--- src/rtl/uart_bus_bridge_pkg.sv ---
// uart_bus_bridge_pkg: command/response codes and FSM state encoding for the uart bus bridge
package uart_bus_bridge_pkg;
   localparam logic [7:0] CMD_RD  = 8'h52;
   localparam logic [7:0] CMD_WR  = 8'h57;
   localparam logic [7:0] RSP_OK  = 8'h4B;
   localparam logic [7:0] RSP_ERR = 8'h3F;
   localparam logic [7:0] RSP_TMO = 8'h54;
   typedef enum logic [2:0] {
      S_IDLE, S_ADDR_HI, S_ADDR_LO, S_DATA, S_REQ, S_BUS_RD, S_BUS_WR, S_RESP
   } state_e;
endpackage

--- src/rtl/uart_bus_bridge.sv ---
// uart_bus_bridge: host byte-stream command decoder acting as a second initiator on the peripheral bus
module uart_bus_bridge
   import uart_bus_bridge_pkg::*;
#(
   parameter int W       = 32,
   parameter int AW      = 16,
   parameter int TIMEOUT = 255
) (
   input  logic          clk,
   input  logic          rst,
   input  logic [7:0]    rx_data,
   input  logic          rx_valid,
   output logic [7:0]    tx_data,
   output logic          tx_valid,
   input  logic          tx_ready,
   output logic          bus_req,
   input  logic          bus_gnt,
   output logic [AW-1:0] addr,
   output logic          ren,
   input  logic [W-1:0]  rdata,
   input  logic          rd_valid,
   output logic          wen,
   output logic [W-1:0]  wdata,
   output logic [3:0]    wmask,
   output logic          busy
);
   state_e        state_q, state_d;
   logic [AW-1:0] addr_q, addr_d;
   logic [W-1:0]  wdata_q, wdata_d;
   logic [W-1:0]  resp_q, resp_d;
   logic [1:0]    cnt_q, cnt_d;
   logic [7:0]    tmo_q, tmo_d;
   logic          wr_q, wr_d;
   // next-state: cnt_q counts data bytes while receiving and remaining tx bytes while responding
   always_comb begin
      state_d = state_q;
      addr_d  = addr_q;
      wdata_d = wdata_q;
      resp_d  = resp_q;
      cnt_d   = cnt_q;
      tmo_d   = tmo_q;
      wr_d    = wr_q;
      case (state_q)
         S_IDLE: if (rx_valid) begin
            if (rx_data == CMD_RD || rx_data == CMD_WR) begin
               wr_d    = rx_data == CMD_WR;
               state_d = S_ADDR_HI;
            end else begin
               resp_d  = W'(RSP_ERR);
               cnt_d   = 2'd0;
               state_d = S_RESP;
            end
         end
         S_ADDR_HI: if (rx_valid) begin
            addr_d  = {addr_q[AW-9:0], rx_data};
            state_d = S_ADDR_LO;
         end
         S_ADDR_LO: if (rx_valid) begin
            addr_d  = {addr_q[AW-9:0], rx_data};
            cnt_d   = 2'd0;
            state_d = wr_q ? S_DATA : S_REQ;
         end
         S_DATA: if (rx_valid) begin
            wdata_d = {rx_data, wdata_q[W-1:8]};
            cnt_d   = cnt_q + 2'd1;
            state_d = cnt_q == 2'd3 ? S_REQ : S_DATA;
         end
         S_REQ: if (bus_gnt) begin
            tmo_d   = 8'd0;
            state_d = wr_q ? S_BUS_WR : S_BUS_RD;
         end
         S_BUS_WR: begin
            resp_d  = W'(RSP_OK);
            cnt_d   = 2'd0;
            state_d = S_RESP;
         end
         S_BUS_RD: if (rd_valid) begin
            resp_d  = rdata;
            cnt_d   = 2'd3;
            state_d = S_RESP;
         end else if (tmo_q == 8'(TIMEOUT - 1)) begin
            resp_d  = W'(RSP_TMO);
            cnt_d   = 2'd0;
            state_d = S_RESP;
         end else begin
            tmo_d = tmo_q + 8'd1;
         end
         S_RESP: if (tx_ready) begin
            resp_d  = resp_q >> 8;
            cnt_d   = cnt_q - 2'd1;
            state_d = cnt_q == 2'd0 ? S_IDLE : S_RESP;
         end
         default: state_d = S_IDLE;
      endcase
   end
   // state register; reset discards any partial command and any pending response
   always_ff @(posedge clk) begin
      if (rst) begin
         state_q <= S_IDLE;
         addr_q  <= '0;
         wdata_q <= '0;
         resp_q  <= '0;
         cnt_q   <= '0;
         tmo_q   <= '0;
         wr_q    <= 1'b0;
      end else begin
         state_q <= state_d;
         addr_q  <= addr_d;
         wdata_q <= wdata_d;
         resp_q  <= resp_d;
         cnt_q   <= cnt_d;
         tmo_q   <= tmo_d;
         wr_q    <= wr_d;
      end
   end
   assign busy     = state_q != S_IDLE;
   assign bus_req  = state_q == S_REQ || state_q == S_BUS_RD || state_q == S_BUS_WR;
   assign ren      = state_q == S_BUS_RD;
   assign wen      = state_q == S_BUS_WR;
   assign wmask    = {4{wen}};
   assign addr     = addr_q;
   assign wdata    = wdata_q;
   assign tx_valid = state_q == S_RESP;
   assign tx_data  = tx_valid ? resp_q[7:0] : 8'h00;
endmodule

--- config.mk ---
export PLATFORM = sky130hd
export DESIGN_NAME = uart_bus_bridge
export DESIGN_NICKNAME = d
export VERILOG_FILES = /design/src/rtl/uart_bus_bridge_pkg.sv /design/src/rtl/uart_bus_bridge.sv
export SDC_FILE = /design/constraint.sdc
export NUM_CORES = 1
export LEC_CHECK = 0
export CORE_MARGIN = 8
export CORE_UTILIZATION = 50
export CTS_BUF_LIST = sky130_fd_sc_hd__clkbuf_8
export DETAILED_ROUTE_END_ITERATION = 16
export HOLD_SLACK_MARGIN = 0.03
export PLACE_DENSITY = 0.79
export SLEW_MARGIN = 5
export SYNTH_ARGS = -nofsm -noshare
export SYNTH_HDL_FRONTEND = slang
export SYNTH_SLANG_ARGS = --single-unit
export TNS_END_PERCENT = 5
--- constraint.sdc ---
create_clock -name clk -period 3.69 [get_ports clk]
set_input_delay 0.738 -clock clk [delete_from_list [all_inputs] [get_ports clk]]
set_output_delay 0.738 -clock clk [all_outputs]
set_load 0.05 [all_outputs]
==> results of run 1 <==
[critical path, stage by stage (launching register included)]
cell	delay [ns]
dfxtp_1	0.85
clkinv_1	0.46
nor2_1	0.21
buf_4	0.30
and2_1	0.23
buf_12	0.15
[sequential cells by signal (all words and copies together), names as in the netlist]
signal,count
resp_q,32
wdata,32
addr,16
tmo_q,8
state_q,3
cnt_q,2
wr_q,1
[routing by layer]
layer | GRT usage (%) | wire, um | up-vias | part of all wire [%]
met5 | 0 | 0 | - | 0
met4 | 6.03 | 84 | 0 | 0.78
met3 | 5.58 | 712 | 6 | 6.6
met2 | 32.1 | 5340 | 115 | 49
met1 | 23.2 | 4670 | 1845 | 43
li1 | - | - | 1868 | -
[cell type report]
class                           count  area, um^2
Fill cell                         679        2580
Multi-Input combinational cell    352        2020
Sequential cell                    94        1880
Timing Repair Buffer              119        1270
Tap cell                          105         131
Clock buffer                        9         124
Clock inverter                      7        80.1
Inverter                            3        11.3
[metrics by stage]
stage	util (%)	worst slack, ns	power, mW
3_5_place_dp	65.6	0.221	1.72
2_1_floorplan	-	0.887	1.56
4_1_cts	68.1	0.382	2.42
6_report	68.1	0.385	2.41
3_3_place_gp	65.6	0.375	1.70
5_1_grt	68.1	0.191	2.53
[worst paths after layout]
path	from	endpoint	slack, ns
setup / recovery	state_q[0]	tx_data[2]	0.39
hold / removal	wdata[3]	wdata[3]	0.46
setup reg to reg	state_q[0]	resp_q[2]	0.63
hold reg to reg	wdata[3]	wdata[3]	0.46
[where the power goes]
part	internal (mW)	total [mW]	leakage [nW]	switching, mW
clock	0.324	0.705	0.108	0.381
sequential	1.08	1.16	0.763	0.0743
combinational	0.217	0.542	0.967	0.324
[logic make-up (layout without fill, tap and decap cells)]
| kind of cell | count (synthesis) | in the layout | synth area share, % |
|---|---|---|---|
| and+or+nand+nor | 204 | 204 | 22.3 |
| AOI/OAI and AO/OA | 134 | 134 | 23.3 |
| DFF | 94 | 94 | 45.8 |
| buffers and inverters | 46 | 138 | 5.30 |
| xor gates and xnor gates | 9 | 9 | 1.92 |
| muxes | 3 | 3 | 0.731 |
| adders and majority gates | 2 | 2 | 0.609 |
[cell usage in the layout (no fill, tap or decap), types with 3 or more instances in the layout]
master and count:
a211oi_1 4, a211oi_2 20, a21oi_1 59, a221oi_1 4
a22o_1 9, a22oi_1 17, a311oi_1 3, and2_1 10
buf_12 10, buf_4 8, clkbuf_8 9, clkdlybuf4s50_1 100
dfxtp_1 94, inv_1 3, inv_6 3, mux2i_1 3
nand2_1 114, nand2b_1 7, nand3_1 10, nor2_1 41
nor2b_1 4, nor3_1 3, o21ai_0 8, xnor2_1 7
==> impl_metrics.tcl, run 1 <==
set metrics [dict create \
    max-slew-margin-rel_pct 27.5 \
    synth-async-reset-ratio_pct 0 \
    min_path_type "reg -> reg" \
    dieArea_um2 11400 \
    netlist_top_cells_area "dfxtp_1 46%, nand2_1 10%, a21oi_1 7.2%, a211oi_2 6.1%, nor2_1 3.7%" \
    worst_ep_arrival_time_ns 2.57 \
    required_ns 2.95 \
    drcViolationCount 0 \
    clockBufferDepth 2 \
    cts_tree "done" \
    post_synth_inst_count 492 \
    antenna_found_initial 0 \
    reg2reg_depth 6 \
    hpwl_mm 7.86 \
    place_area_um2 5310 \
    synth_cell_types 47 \
    clk_latency_ns 0.36 \
    syn-num-nets 540 \
    core_um2 8090 \
    tightest_slew_ns 1.08 \
    final_max_slew_viol_count 0 \
    htree_levels 3 \
    die_h_um 107 \
    grt_pass1_wl_mm 18.0 \
    antenna_left 0 \
    tns_ns 0 \
    p_leak_nw 1.84 \
    startpoint_type "flip-flop" \
    hold_depth 2 \
    fmax_ghz 0.303 \
    pwr_density_cell_nw_per_um2 437 \
    fin_crit_sh_pct 89.6 \
    layout.cells.non_filler 689 \
    status "finished, final reports clean" \
    clkSlewWorstSetupHoldPaths_ns 0.10 \
    n_antenna_cell 0 \
    yosysMostFrequentCell "nand2_1" \
    period_needed_ns 3.30 \
    gp_congestion 0.803 \
    endpoint_kind "primary output" \
    num_io_pins 111 \
    vdd_ir_drop_max_mv 0.209 \
    synth-edff-count 0 \
    cts_setup_buffers 0 \
    grtUsageTotal_pct 19.2 \
    rsz0062_at_grt "false" \
    first_iter_violations 195 \
    drt_first_pass_iters 5 \
    syn2layout_area_growth_pct 34.2 \
    grt_max_degree 53 \
    port_buffers 110 \
    grt_overflow_total 0 \
    syn_area_per_cell_um2 8.35 \
    synth_commonest_cells "114 x nand2_1, 94 x dfxtp_1, 59 x a21oi_1, 41 x nor2_1, 28 x clkbuf_1" \
    yosysTopAreaCell "dfxtp_1" \
    drive_gt1_share_pct 9.93 \
    place_inst 673 \
    grt_pass1_vias 3699 \
    stdcell_area_um2 5510 \
    fp-row-count 33 \
    setup_viol 0 \
    root_buffer "clkbuf_8" \
    synth_top_cell_area_share_pct 45.8 \
    wl_mm 10.8 \
    via_count 3834 \
    cts_inserted_buffers 9 \
    initial_core_util_pct 50.7 \
    viasPerCell 5.56 \
    synth-seq-cells 94 \
    die_w_um 107 \
    worstPathMaxFanout 26 \
    fin_nets 627 \
    crit_type "reg -> out" \
    wl_per_cell_um 15.7 \
    cts.sinks 94 \
    fin_skew_ns 0.0104 \
    drv_cap 0 \
    ys.flop_type "dfxtp_1" \
    syn_area_um2 4110 \
    ys_seq_area_share_pct 45.8 \
    hold_viol_final 0 \
    cts-hold-fix-buffers 0 \
    hold_slack_ns 0.461 \
    post_cts_resized 0 \
    yosysWarnings 0 \
]
No activity file was read; power rests on OpenSTA's default activity.
==> inputs of run 2 (changes only) <==
MAX_ROUTING_LAYER = met4   (was not set)
==> run 2 against run 1 <==
  * Routed wire length rose by 0.29%
  * Final cell count did not move
  * Count of clock-buffer cells in the layout did not move
  * Critical path type unchanged
  * Highest routed layer unchanged
==> impl_metrics.tcl, run 2 (synthesis results as in run 1) <==
set metrics [dict create \
    crit-reg2reg-launch "state_q[0]" \
    cts_setup_buffers 0 \
    crit_family "buffers and inverters" \
    antenna_found_initial 0 \
    wl_per_cell_um 15.7 \
    drive_gt1_share_pct 9.93 \
    die_h_um 107 \
    wl_mm 10.8 \
    vdd_ir_drop_max_mv 0.208 \
    max-slew-margin-rel_pct 28.4 \
    fin_crit_sh_pct 90.0 \
    grt_pass1_vias 3687 \
    hpwl_mm 7.86 \
    drt_first_pass_iters 4 \
    hold_slack_ns 0.462 \
    crit_path_top_delay_cell "dfxtp_1" \
    clockBufferDepth 2 \
    status "finished, final reports clean" \
    initial_core_util_pct 50.7 \
    syn2layout_area_growth_pct 34.2 \
    stdcell_area_um2 5510 \
    fin_skew_ns 0.0125 \
    final_cell_mix "114 x nand2_1, 100 x clkdlybuf4s50_1, 94 x dfxtp_1" \
    grt_overflow_total 0 \
    worst_ep_arrival_time_ns 2.58 \
    grt_max_degree 53 \
    r2r_slack_ns 0.64 \
    r2r-end "resp_q[2]" \
    dieArea_um2 11400 \
    antenna_left 0 \
    startpoint_type "flip-flop" \
    via_count 3829 \
    fillers 679 \
    endpoint_kind "primary output" \
    hold_viol_final 0 \
    cts_inserted_buffers 9 \
    place_area_um2 5310 \
    grtUsageTotal_pct 19.7 \
    crit_type "reg -> out" \
    grt_pass1_wl_mm 18.0 \
    htree_levels 3 \
    path_cells "clkinv_1 > nor2_1 > buf_4 > and2_1 > buf_12" \
    cts_tree "done" \
    period_needed_ns 3.32 \
    drcViolationCount 0 \
    fin_nets 627 \
    cts-hold-fix-buffers 0 \
    min_from "wdata[3]" \
    final_util_pct 68.1 \
    reg2reg_depth 6 \
    setup_viol 0 \
    n_antenna_cell 0 \
    clk_latency_ns 0.37 \
    final_common_cell "nand2_1" \
    final_max_slew_viol_count 0 \
    die_w_um 107 \
    cts.sinks 94 \
    clkSlewWorstSetupHoldPaths_ns 0.10 \
    pwr_density_cell_nw_per_um2 436 \
    first_iter_violations 172 \
    setup_slack_ns 0.370 \
    core_um2 8090 \
    tightest_slew_ns 1.07 \
    p_leak_nw 1.84 \
    hold_depth 2 \
    fp-row-count 33 \
    num_io_pins 111 \
    viasPerCell 5.56 \
    drv_cap 0 \
    critPathMaxStageDelay_ns 0.86 \
    fmax_ghz 0.301 \
    port_buffers 110 \
    hold_end "wdata[3]" \
    worstPathMaxFanout 26 \
    tns_ns 0 \
    rsz0062_at_grt "false" \
    min_path_type "reg -> reg" \
    gp_congestion 0.814 \
    preCtsSetupSlack_ns 0.221 \
    post_cts_resized 0 \
    required_ns 2.95 \
    timing.critical_path.buf_inv 3 \
    root_buffer "clkbuf_8" \
]
==> run 2: power breakdown <==
group / internal [mW] / switching [mW]
Combinational: 0.217 / 0.324
Clock: 0.324 / 0.381
Sequential: 1.08 / 0.0742
Total: 1.63 / 0.778
==> run 2: layout make-up <==
class | count | area, um^2 | share of cell area (%)
repair buffers | 119 | 1270 | 23.0
flip-flops and latches | 94 | 1880 | 34.2
clock inverters | 7 | 80.1 | 1.45
multi-input cells | 352 | 2020 | 36.6
well taps | 105 | 131 | 2.38
inverters | 3 | 11.3 | 0.204
clock buffers | 9 | 124 | 2.25
==> run 2: stage by stage <==
step	instances	power, mW
finish	689	2.40
global route	689	2.53
CTS	689	2.42
detailed placement	673	1.72
global placement	673	1.70
floorplan	492	1.56
==> run 2: layer usage <==
| layer | up-vias | wire [um] | track usage (%) |
|---|---|---|---|
| met5 | - | 0 | - |
| met4 | 0 | 153 | 7.54 |
| met3 | 11 | 645 | 3.90 |
| met2 | 114 | 5370 | 32.1 |
| met1 | 1834 | 4670 | 23.6 |
| li1 | 1870 | - | - |
==> run 2: tightest hold or removal path, cell delays in order (launching register included) <==
cell	delay, ns
dfxtp_1	0.32
nand2_1	0.05
a21oi_1	0.05
==> run 2: worst max path at each step <==
stage | from | end | slack (ns) | cells after the start
final | state_q[0] | tx_data[2] | 0.37 | 5
after global routing | state_q[0] | tx_data[4] | 0.20 | 5
after CTS | state_q[0] | tx_data[2] | 0.38 | 5
after detailed placement | rx_valid | resp_q[2] | 0.22 | 7
after global placement | rx_data[2] | resp_q[5] | 0.37 | 7
after floorplan | state_q[0] | tx_data[0] | 0.89 | 5
